==> src/rtl/label_fusion.sv <==
// Fuses per-channel associative-memory labels by majority vote over a
// sliding history of confident samples (arousal and valence channels).
module label_fusion #(
   parameter int LABEL_WIDTH    = 1,
   parameter int DISTANCE_WIDTH = 10,
   parameter int WINDOW         = 5,
   parameter int DIST_THRESHOLD = 400
) (
   input  logic                      Clk_CI,
   input  logic                      Reset_RI,
   input  logic                      ValidIn_SI,
   output logic                      ReadyOut_SO,
   input  logic [LABEL_WIDTH-1:0]    LabelIn_A_DI,
   input  logic [LABEL_WIDTH-1:0]    LabelIn_V_DI,
   input  logic [DISTANCE_WIDTH-1:0] DistanceIn_A_DI,
   input  logic [DISTANCE_WIDTH-1:0] DistanceIn_V_DI,
   input  logic                      Flush_SI,
   output logic                      ValidOut_SO,
   input  logic                      ReadyIn_SI,
   output logic [LABEL_WIDTH-1:0]    LabelOut_A_DO,
   output logic [LABEL_WIDTH-1:0]    LabelOut_V_DO,
   output logic                      Confident_A_SO,
   output logic                      Confident_V_SO
);

   localparam int CW = $clog2(WINDOW + 1);
   localparam logic [31:0] THR = 32'(DIST_THRESHOLD);

   typedef enum logic [1:0] {
      IDLE, UPDATE, VOTE, OUTPUT_STABLE
   } state_t;

   state_t state;

   logic [LABEL_WIDTH-1:0]    lab_a, lab_v;
   logic [DISTANCE_WIDTH-1:0] dist_a, dist_v;
   logic [WINDOW-1:0][LABEL_WIDTH-1:0] hist_a, hist_v;
   logic [CW-1:0] fill_a, fill_v;
   logic [CW-1:0] ones_a, ones_v;
   logic [CW:0]   two_a, two_v, fext_a, fext_v;
   logic          acc_a, acc_v;

   assign acc_a = 32'(dist_a) <= THR;
   assign acc_v = 32'(dist_v) <= THR;

   assign ReadyOut_SO = (state == IDLE) && !Flush_SI;

   // Entry 0 is the newest; only the lowest fill entries are valid.
   always_comb begin
      ones_a = '0;
      ones_v = '0;
      for (int i = 0; i < WINDOW; i++) begin
         if (CW'(i) < fill_a && hist_a[i] == LABEL_WIDTH'(1))
            ones_a = ones_a + CW'(1);
         if (CW'(i) < fill_v && hist_v[i] == LABEL_WIDTH'(1))
            ones_v = ones_v + CW'(1);
      end
   end

   assign two_a  = {ones_a, 1'b0};
   assign two_v  = {ones_v, 1'b0};
   assign fext_a = {1'b0, fill_a};
   assign fext_v = {1'b0, fill_v};

   always_ff @(posedge Clk_CI or posedge Reset_RI) begin
      if (Reset_RI) begin
         state          <= IDLE;
         lab_a          <= '0;
         lab_v          <= '0;
         dist_a         <= '0;
         dist_v         <= '0;
         hist_a         <= '0;
         hist_v         <= '0;
         fill_a         <= '0;
         fill_v         <= '0;
         LabelOut_A_DO  <= '0;
         LabelOut_V_DO  <= '0;
         Confident_A_SO <= 1'b0;
         Confident_V_SO <= 1'b0;
         ValidOut_SO    <= 1'b0;
      end else begin
         unique case (state)
            IDLE: begin
               if (Flush_SI) begin
                  hist_a <= '0;
                  hist_v <= '0;
                  fill_a <= '0;
                  fill_v <= '0;
               end else if (ValidIn_SI) begin
                  lab_a  <= LabelIn_A_DI;
                  lab_v  <= LabelIn_V_DI;
                  dist_a <= DistanceIn_A_DI;
                  dist_v <= DistanceIn_V_DI;
                  state  <= UPDATE;
               end
            end
            UPDATE: begin
               if (acc_a) begin
                  hist_a <= {hist_a[WINDOW-2:0], lab_a};
                  if (fill_a != CW'(WINDOW))
                     fill_a <= fill_a + CW'(1);
               end
               if (acc_v) begin
                  hist_v <= {hist_v[WINDOW-2:0], lab_v};
                  if (fill_v != CW'(WINDOW))
                     fill_v <= fill_v + CW'(1);
               end
               state <= VOTE;
            end
            VOTE: begin
               // A tie (including an empty history) keeps the old label.
               if (two_a > fext_a)
                  LabelOut_A_DO <= LABEL_WIDTH'(1);
               else if (two_a < fext_a)
                  LabelOut_A_DO <= '0;
               if (two_v > fext_v)
                  LabelOut_V_DO <= LABEL_WIDTH'(1);
               else if (two_v < fext_v)
                  LabelOut_V_DO <= '0;
               Confident_A_SO <= acc_a;
               Confident_V_SO <= acc_v;
               ValidOut_SO    <= 1'b1;
               state          <= OUTPUT_STABLE;
            end
            OUTPUT_STABLE: begin
               if (ReadyIn_SI) begin
                  ValidOut_SO <= 1'b0;
                  state       <= IDLE;
               end
            end
            default: state <= IDLE;
         endcase
      end
   end

endmodule

==> config.mk <==
export PLATFORM = sky130hd
export DESIGN_NAME = label_fusion
export DESIGN_NICKNAME = d
export VERILOG_FILES = /design/src/rtl/label_fusion.sv
export SDC_FILE = /design/constraint.sdc
export NUM_CORES = 1
export LEC_CHECK = 0
export ABC_AREA = 1
export BUFFER_PORTS_ARGS = -buffer_cell sky130_fd_sc_hd__buf_2
export CAP_MARGIN = 0
export CORE_MARGIN = 2
export CORE_UTILIZATION = 25
export CTS_CLUSTER_SIZE = 40
export DETAILED_ROUTE_END_ITERATION = 6
export HOLD_SLACK_MARGIN = 0.1
export SLEW_MARGIN = 0
export SYNTH_ARGS = -nofsm -noshare
export SYNTH_HDL_FRONTEND = slang
export SYNTH_SLANG_ARGS = --single-unit
==> constraint.sdc <==
create_clock -name Clk_CI -period 5.45 [get_ports Clk_CI]
set_input_delay 1.09 -clock Clk_CI [delete_from_list [all_inputs] [get_ports Clk_CI]]
set_output_delay 1.09 -clock Clk_CI [all_outputs]
set_load 0.005 [all_outputs]
==> results of run 1 <==
==> cell type report <==
class                   count  area (um^2)
clock buffers               5          125
clock inverters             3         47.5
fillers                  1228         8040
inverters                  50          193
multi-input cells         242         1550
flip-flops and latches     45         1130
well taps                 143          179
repair buffers             32          160
==> kinds of logic after synthesis <==
family                   share of synthesized area
AO/OA/AOI/OAI                               0.0732
XOR/XNOR                                    0.0338
adder cells (fa/ha/maj)                      0.103
buffers and inverters                       0.0856
flip-flops                                   0.385
multiplexers                                0.0578
AND/OR/NAND/NOR                              0.261
==> where the power goes <==
part	internal, mW	total, mW	leakage [nW]	switching (mW)
combinational	0.211	0.562	1.14	0.351
sequential	0.463	0.547	0.556	0.0841
clock	0.220	0.354	0.0848	0.134
total	0.894	1.46	1.78	0.569
==> worst max path at each step <==
stage                         start            end  slack [ns]  depth (start not counted)
after floorplan           fill_a[2]  LabelOut_A_DO        2.38                         20
after global placement    fill_a[2]  LabelOut_A_DO        2.23                         19
after detailed placement  fill_a[1]  LabelOut_A_DO        2.12                         19
after CTS                 fill_a[1]  LabelOut_A_DO        2.10                         19
after global routing      fill_a[1]  LabelOut_A_DO        1.76                         19
final                     fill_a[1]  LabelOut_A_DO        2.11                         20
==> flip-flops by register name, summed over array words and instances, names as in the netlist <==
name / cells
LabelOut_V_DO: 1
Confident_V_SO: 1
Confident_A_SO: 1
dist_v: 10
LabelOut_A_DO: 1
hist_a: 5
ValidOut_SO: 1
state: 2
lab_a: 1
hist_v: 5
lab_v: 1
fill_a: 3
dist_a: 10
fill_v: 3
==> per-layer routing <==
layer	vias up	global-route usage
li1	1184	-
met1	1052	0.125
met2	49	0.151
met3	6	0.0200
met4	0	0.0203
met5	-	0
==> worst reg2reg max path, cell delays in order, from the launching register on <==
cell,delay (ns)
dfrtp_1,0.41
inv_1,0.18
nand2_4,0.09
o21ai_0,0.31
inv_1,0.11
ha_1,0.34
inv_1,0.06
nand2_1,0.08
nand2_4,0.12
xor2_1,0.15
o21ai_1,0.08
ha_1,0.30
nor3_1,0.18
a21oi_1,0.06
ha_1,0.28
and3_1,0.16
nand3_1,0.10
nand2_1,0.07
nand2_1,0.05
nand2_1,0.06
inv_1,0.03
==> cell usage after synthesis, types with 2 or more instances <==
master	n
nor3_1	5
inv_2	4
mux2_2	15
inv_1	44
nor2_2	3
nand2_4	6
nand4_1	7
nand2_1	72
buf_6	2
dfrtp_1	45
o21ai_0	7
xor2_4	2
xor2_1	4
nand2_2	4
inv_4	2
nand3_4	2
o21ai_1	5
nand3_1	28
nor2_1	25
ha_1	24
a31oi_1	5
a21o_1	2
buf_2	4
a21oi_1	15
==> cell usage in the layout, fill, tap and decap left out, types with 5 or more instances in the layout <==
cell	count
o21ai_0	7
nand2_4	6
inv_1	43
buf_2	32
nand4_1	7
a31oi_1	5
nand3_1	28
nor2_1	25
mux2_2	15
dfrtp_1	45
nand2_1	72
inv_2	5
ha_1	24
nor3_1	5
clkbuf_16	5
a21oi_1	15
o21ai_1	5
==> stage by stage <==
step | total power [mW] | std cells | setup WS, ns | hold slack, ns
6_report | 1.46 | 520 | 2.11 | 0.511
4_1_cts | 1.48 | 520 | 2.10 | 0.503
5_1_grt | 1.58 | 520 | 1.76 | 0.523
2_1_floorplan | 0.983 | 346 | 2.38 | 0.442
3_3_place_gp | 1.10 | 512 | 2.23 | 0.479
3_5_place_dp | 1.12 | 512 | 2.12 | 0.488
==> impl_metrics.toml, run 1 <==
[die]
die_y_um = 112
num_rows = 39
ios = 33
initial_core_util = 0.256
coreArea_mm2 = 0.0114
die_w_um = 112
fp.dieArea_mm2 = 0.0126

[synth]
synth.largest_area_cell = "dfrtp_1"
async_reset_ff_frac = 1.00
synth_area_leaders = "dfrtp_1 (39%), ha_1 (10%), nand2_1 (9.3%)"
synth_edf_count = 0
ys_warn_count = 0
syn_avg_cell_area_um2 = 8.44
synth_seq_cells = 45
synth-main-ff-cell = "dfrtp_1"
synthCells = 346
synthesis.area_mm2 = 0.00292
ys_seq_area_frac = 0.385
synth_nets = 397
synth_top_area_frac = 0.385
synth_cell_types = 38

[setup_path]
ff2ff_path_depth = 20
worst-setup-path-type = "reg2reg"
r2r_end = "LabelOut_A_DO"
cp_top_family = "adder cells"
timing.rr.start = "fill_a[1]"
r2r_slack_ns = 2.11
worstSetupStartpointType = "flip-flop"
cp_cell_sequence = "inv_1, nand2_4, o21ai_0, inv_1, ha_1, inv_1, nand2_1, nand2_4, xor2_1, o21ai_1, ha_1, nor3_1, a21oi_1, ha_1, and3_1, nand3_1, nand2_1, nand2_1, nand2_1, inv_1"
slowest_stage = "dfrtp_1"
cp.required_ns = 5.63
end_kind = "flip-flop"
worstPathArrival_ns = 3.52
worstPathMaxFanout = 4
path_buf_inv = 4
max_stage_delay_ns = 0.41

[grt]
overflow = 0
grt_pass1_vias = 2220
grt_max_degree = 46
grt_first_pass_wirelength_mm = 9.75
grt_usage = 0.0921
antenna_found_initial = 0

[placed_design]
gp_congestion = 0.784
io_buffers = 32
hpwl_mm = 4.27
placed_cell_area_mm2 = 0.00320

[timing]
fin_setup_tns_ns = 0
fin_skew_ns = 0.00838
max_freq_mhz = 300
rsz0062_at_grt = "false"
worst_pin_slew_ns = 1.01
setup_viol = 0
hold_viol = 0
fin_crit_sh = 0.612
slew_viol_final = 0
relSlewSlack = 0.325
min_period_ns = 3.34

[worst_hold_path]
worstHoldPathCells = 2
hold_end = "hist_a[4]"
hold_path.startpoint = "hist_a[4]"
hold_class = "reg2reg"

[clock_network]
clk_pin_slew_ns = 0.06
cts_made_buffers = 5
post_cts_resized = 0
insertion_delay_ns = 0.29
cts_tree = "yes"
clkSinkCount = 45
cts_hold_buf = 0
clock_path_buffers = 2
cts.root.buffer_cell = "clkbuf_16"
cts_max_level = 2
postCtsSetupBuffers = 0

[final_layout]
drive_gt1_frac = 0.218
insertedDiodeCount = 0
fin_util = 0.296
area_growth_pct = 15.5
finalNetCount = 427
final_design_area_no_fill_mm2 = 0.00338

[power]
peakVddDrop_v = 0.000202
powerDensity_mw_per_mm2 = 433
p_leak_nw = 1.78

[routing]
firstDrtPassIters = 4
top_layer = "met4"
vias_per_cell = 4.41
drt_iter0_drc = 104
drtAntennaViolNets = 0
wl_mm = 5.50
wl_met3_um = 252
wl_met1_mm = 2.67
drc = 0
vias = 2291
wl_met2_mm = 2.53
wl_per_cell_um = 10.6

[status]
status = "finished clean"

[flow_run]
drv_cap = 0
(Power assumes the default switching activity.)
==> run 2, diff against run 1 <==
==> constraint.sdc (replaced) <==
create_clock -name Clk_CI -period 2.9 [get_ports Clk_CI]
set_input_delay 0.58 -clock Clk_CI [delete_from_list [all_inputs] [get_ports Clk_CI]]
set_output_delay 0.58 -clock Clk_CI [all_outputs]
set_load 0.005 [all_outputs]
==> run 2 against run 1 <==
  * Sequential power grew 86%
  * Wire length is 11% higher
  * Clock-buffer cell count up 1
  * Maximum frequency up 17%
  * Clock power is 57% higher
  * Utilization up 1.9 points
  * Power grew 90%
  * Largest power group unchanged
==> impl_metrics.toml, run 2 (synthesis gave the netlist of run 1 again) <==
[clock_network]
cts_tree = "yes"
cts.root.buffer_cell = "clkbuf_16"
cts_max_level = 2
cts_made_buffers = 5
clk_pin_slew_ns = 0.07
insertion_delay_ns = 0.28
clock_path_buffers = 2
cts_hold_buf = 0
clkSinkCount = 45

[placed_design]
gp_congestion = 0.855
hpwl_mm = 4.69
io_buffers = 32

[setup_path]
worstPathMaxFanout = 3
end_kind = "flip-flop"
worst-setup-path-type = "reg2reg"
worstPathArrival_ns = 3.04
cp.required_ns = 3.08
worstSetupStartpointType = "flip-flop"

[flow_run]
drv_cap = 0

[die]
initial_core_util = 0.256
fp.dieArea_mm2 = 0.0126
ios = 33
num_rows = 39
coreArea_mm2 = 0.0114
die_y_um = 112
die_w_um = 112

[final_layout]
finalNetCount = 449
final_common_cell = "nand2_1"
drive_gt1_frac = 0.298
fillCellCount = 1215
area_growth_pct = 23.1
layout_common_cells = "nand2_1 (70), dfrtp_1 (45), inv_1 (39)"
insertedDiodeCount = 0
fin_util = 0.315
reg_top3 = "dist_a: 10 flops, dist_v: 10 flops"

[power]
pwr-share-comb = 0.433
peakVddDrop_v = 0.000372
cellInternalPower_mw = 1.68
swShare = 0.399
p_switching_mw = 1.11
p_clk_frac = 0.200
powerDensity_mw_per_mm2 = 774
p_leak_nw = 1.86
p_seq_frac = 0.367

[routing]
wl_per_cell_um = 11.2
drc = 0
drtAntennaViolNets = 0
drt_iter0_drc = 146
firstDrtPassIters = 4
vias_per_cell = 4.36
vias = 2363
wl_mm = 6.08

[timing]
hold_ws_ns = 0.496
slew_viol_final = 0
fin_skew_ns = 0.00620
setup_viol = 0
fin_crit_sh = 0.987
relSlewSlack = 0.386
hold_viol = 0
rsz0062_at_grt = "true"
min_period_ns = 2.86
worst_pin_slew_ns = 0.919
max_freq_mhz = 349

[grt]
overflow = 0
grt_first_pass_wirelength_mm = 10.9
grt_max_degree = 46
grt_usage = 0.103
antenna_found_initial = 0
grt_pass1_vias = 2462

[status]
status = "finished clean"

[worst_hold_path]
hold_class = "in2async"
run 2: what timing repair did:
item                                    CTS  global route
endpoints found under the setup margin    2             2
cloned                                    0             0
pin swaps                                 3            14
resized for setup                         4            16
setup buffers                             0             3
run 2: worst max-delay path, cell delays in order (launching register included):
cell     delay (ns)
dfrtp_1        0.40
inv_4          0.07
nand2_4        0.06
o21ai_4        0.13
inv_2          0.07
ha_4           0.28
inv_2          0.04
nand2_2        0.08
nand2_4        0.08
xor2_1         0.17
o21ai_1        0.14
ha_1           0.26
nor3_2         0.15
a21oi_1        0.06
ha_1           0.31
a21o_1         0.18
nor2_1         0.09
nand3_1        0.08
nand2_1        0.09
inv_1          0.04
run 2: worst paths after layout:
path,from,end,slack (ns),cells past startpoint
worst max-delay path,fill_a[2],LabelOut_A_DO,0.04,19
worst min-delay path,Reset_RI,dist_v[7],0.50,2
worst max register to register,fill_a[2],LabelOut_A_DO,0.04,19
worst min register to register,hist_a[4],hist_a[4],0.50,2
max in group asynchronous,Reset_RI,LabelOut_V_DO,1.83,2
min in group Clk_CI,ReadyIn_SI,ValidOut_SO,0.50,2
run 2: cell type report:
| cell class | instances | area [um^2] | share of cell area |
|---|---|---|---|
| clock inverters | 2 | 15.0 | 0.00417 |
| repair buffers | 54 | 325 | 0.0904 |
| clock buffers | 6 | 129 | 0.0358 |
| multi-input cells | 242 | 1630 | 0.453 |
| well taps | 143 | 179 | 0.0497 |
| flip-flops and latches | 45 | 1130 | 0.313 |
| inverters | 50 | 195 | 0.0543 |
run 2: stage by stage:
step | instances | cell area [um^2] | setup WS, ns | power (mW) | TNS (ns)
2_1_floorplan | 346 | 2930 | -0.0180 | 1.86 | -0.0180
4_1_cts | 539 | 3510 | 0.00556 | 2.78 | 0
3_3_place_gp | 531 | 3350 | 0.0209 | 2.17 | 0
5_1_grt | 542 | 3600 | -0.150 | 3.04 | -0.271
3_5_place_dp | 531 | 3350 | -0.0540 | 2.21 | -0.0540
6_report | 542 | 3600 | 0.0385 | 2.79 | 0
run 2: metal layers:
metal | track usage | vias to the layer above | wire (um)
met1 | 0.133 | 1097 | 2880
met5 | 0 | - | 0
met3 | 0.0205 | 2 | 251
met2 | 0.177 | 40 | 2920
li1 | - | 1224 | -
met4 | 0.0301 | 0 | 24
run 2: power by group through the flow:
stage | Clock, mW | Combinational, mW | Sequential (mW)
5_1_grt | 0.601 | 1.38 | 1.06
3_5_place_dp | 0 | 1.17 | 1.04
4_1_cts | 0.573 | 1.18 | 1.03
6_report | 0.557 | 1.21 | 1.02
2_1_floorplan | 0 | 0.852 | 1.00
3_3_place_gp | 0 | 1.15 | 1.02
==> run 3, diff against run 2 <==
--- a/config.mk
+++ b/config.mk
@@ -6,10 +6,12 @@
 export NUM_CORES = 1
 export LEC_CHECK = 0
 export ABC_AREA = 1
+export ABC_CLOCK_PERIOD_IN_PS = 2700
 export BUFFER_PORTS_ARGS = -buffer_cell sky130_fd_sc_hd__buf_2
 export CAP_MARGIN = 0
 export CORE_MARGIN = 2
 export CORE_UTILIZATION = 25
+export CTS_BUF_LIST = sky130_fd_sc_hd__clkbuf_8
 export CTS_CLUSTER_SIZE = 40
 export DETAILED_ROUTE_END_ITERATION = 6
 export HOLD_SLACK_MARGIN = 0.1
==> constraint.sdc (replaced) <==
create_clock -name Clk_CI -period 2.7 [get_ports Clk_CI]
set_input_delay 0.54 -clock Clk_CI [delete_from_list [all_inputs] [get_ports Clk_CI]]
set_output_delay 0.54 -clock Clk_CI [all_outputs]
set_load 0.005 [all_outputs]
==> run 3 against run 2 <==
  * The flow now finishes with violations (setup timing)
  * Maximum frequency increased by 1.9%
  * Via count increased by 0.38%
  * Die area unchanged
  * Largest cell class unchanged
  * Largest power group unchanged
  * Highest routed layer unchanged
==> impl_metrics.toml, run 3 (synthesis gave the netlist of run 1 again) <==
[grt]
overflow = 0
grt_first_pass_wirelength_mm = 10.4
grt_max_degree = 46
grt_pass1_vias = 2326
antenna_found_initial = 0
grt_usage = 0.0986

[setup_path]
setup.worst_path.start = "fill_v[2]"
cp_top_family = "adder cells"
worstSetupStartpointType = "flip-flop"
cp.required_ns = 2.92
worstPathArrival_ns = 3.02
end_kind = "flip-flop"
cp_cell_sequence = "inv_6, nand2_4, inv_6, a21oi_4, ha_4, nand2_2, nand2_4, or2_0, a22oi_1, ha_1, nor3_2, a21oi_1, ha_1, a21o_1, nor2_1, nand3_1, nand2_1, inv_1"
worstPathMaxFanout = 4
slowest_stage = "dfrtp_1"
timing.rr.start = "fill_v[2]"
path_buf_inv = 3
max_stage_delay_ns = 0.43
worst-setup-path-type = "reg2reg"

[final_layout]
drive_gt1_frac = 0.303
reg_top3 = "dist_a: 10 flops, dist_v: 10 flops"
area_growth_pct = 23.2
layout_common_cells = "nand2_1 (70), dfrtp_1 (44), inv_1 (39)"
insertedDiodeCount = 0
final_common_cell = "nand2_1"
finalNetCount = 452

[routing]
drt_iter0_drc = 211
wl_per_cell_um = 10.9
vias_per_cell = 4.35
vias = 2372
drtAntennaViolNets = 0
wl_mm = 5.94
drc = 0
firstDrtPassIters = 4

[placed_design]
io_buffers = 32
dp_slack_ns = -0.189
gp_congestion = 0.774
hpwl_mm = 4.72

[power]
powerDensity_mw_per_mm2 = 796
power_mw = 2.87
peakVddDrop_v = 0.000473
p_leak_nw = 1.89

[timing]
setup_viol = 2
min_period_ns = 2.81
rsz0062_at_grt = "true"
fin_crit_sh = 1.04
max_freq_mhz = 356
fin_skew_ns = 0.0112
setup_slack_ns = -0.108
hold_ws_ns = 0.429
hold_viol = 0
worst_pin_slew_ns = 0.929
relSlewSlack = 0.380
slew_viol_final = 0

[die]
die_w_um = 112
ios = 33
num_rows = 39
coreArea_mm2 = 0.0114
die_y_um = 112
fp.dieArea_mm2 = 0.0126
initial_core_util = 0.256

[clock_network]
clk_pin_slew_ns = 0.09
cts_made_buffers = 5
cts.root.buffer_cell = "clkbuf_8"
clkSinkCount = 45
cts_tree = "yes"
clock_path_buffers = 2
cts_max_level = 2
insertion_delay_ns = 0.31

[flow_run]
drv_cap = 0

[status]
violations = "setup timing"
status = "finished with violations"

[worst_hold_path]
hold_class = "in2async"
[run 3: worst paths after layout]
path | endpoint | slack, ns | cells past startpoint
max in group asynchronous | fill_a[2] | 1.63 | 2
worst min register to register | hist_a[4] | 0.50 | 2
worst max register to register | LabelOut_V_DO | -0.11 | 18
worst max-delay path | LabelOut_V_DO | -0.11 | 18
min in group Clk_CI | ValidOut_SO | 0.45 | 2
worst min-delay path | dist_v[3] | 0.43 | 2
[run 3: metal layers]
metal	up-vias	part of all wire	global-route usage
met5	-	0	0
met4	0	0.0086	0.0195
met3	5	0.033	0.0216
met2	46	0.48	0.166
met1	1087	0.48	0.131
li1	1234	-	-
[run 3: final cells by class]
cell class,count,area (um^2)
fill,1219,7820
inverter,50,205
timing repair buffer,57,360
clock buffer,6,82.6
multi-input combinational,242,1630
tap,143,179
sequential,45,1130
clock inverter,2,17.5
[run 3: through the flow]
| stage | instances | util | setup TNS [ns] | area (um^2) |
|---|---|---|---|---|
| final | 545 | 0.315 | -0.186 | 3600 |
| after global routing | 545 | 0.315 | -0.602 | 3600 |
| after detailed placement | 535 | 0.303 | -0.353 | 3460 |
| after floorplan | 346 | - | -0.158 | 3000 |
| after global placement | 535 | 0.303 | -0.212 | 3460 |
| after CTS | 543 | 0.313 | -0.237 | 3580 |
[run 3: power by group]
| group | total, mW | switching [mW] | internal (mW) |
|---|---|---|---|
| Combinational | 1.30 | 0.781 | 0.523 |
| Sequential | 1.10 | 0.166 | 0.933 |
| Clock | 0.463 | 0.251 | 0.213 |
[run 3: worst register-to-register path: cells and delay by family (launching register included)]
kind	cells	cell delay, ns
adder cells (fa/ha/maj)	3	0.82
buffers and inverters	3	0.12
AND/OR/NAND/NOR	8	0.76
AO/OA/AOI/OAI	4	0.57
flip-flops	1	0.43
[run 3: repair_timing]
item                                    in CTS  in global routing
hold endpoints to repair                     0                  0
endpoints found under the setup margin       2                  2
hold buffers                                 0                  0
pin swaps                                   16                  8
buffers inserted                             0                  2
resized for setup                            4                  4
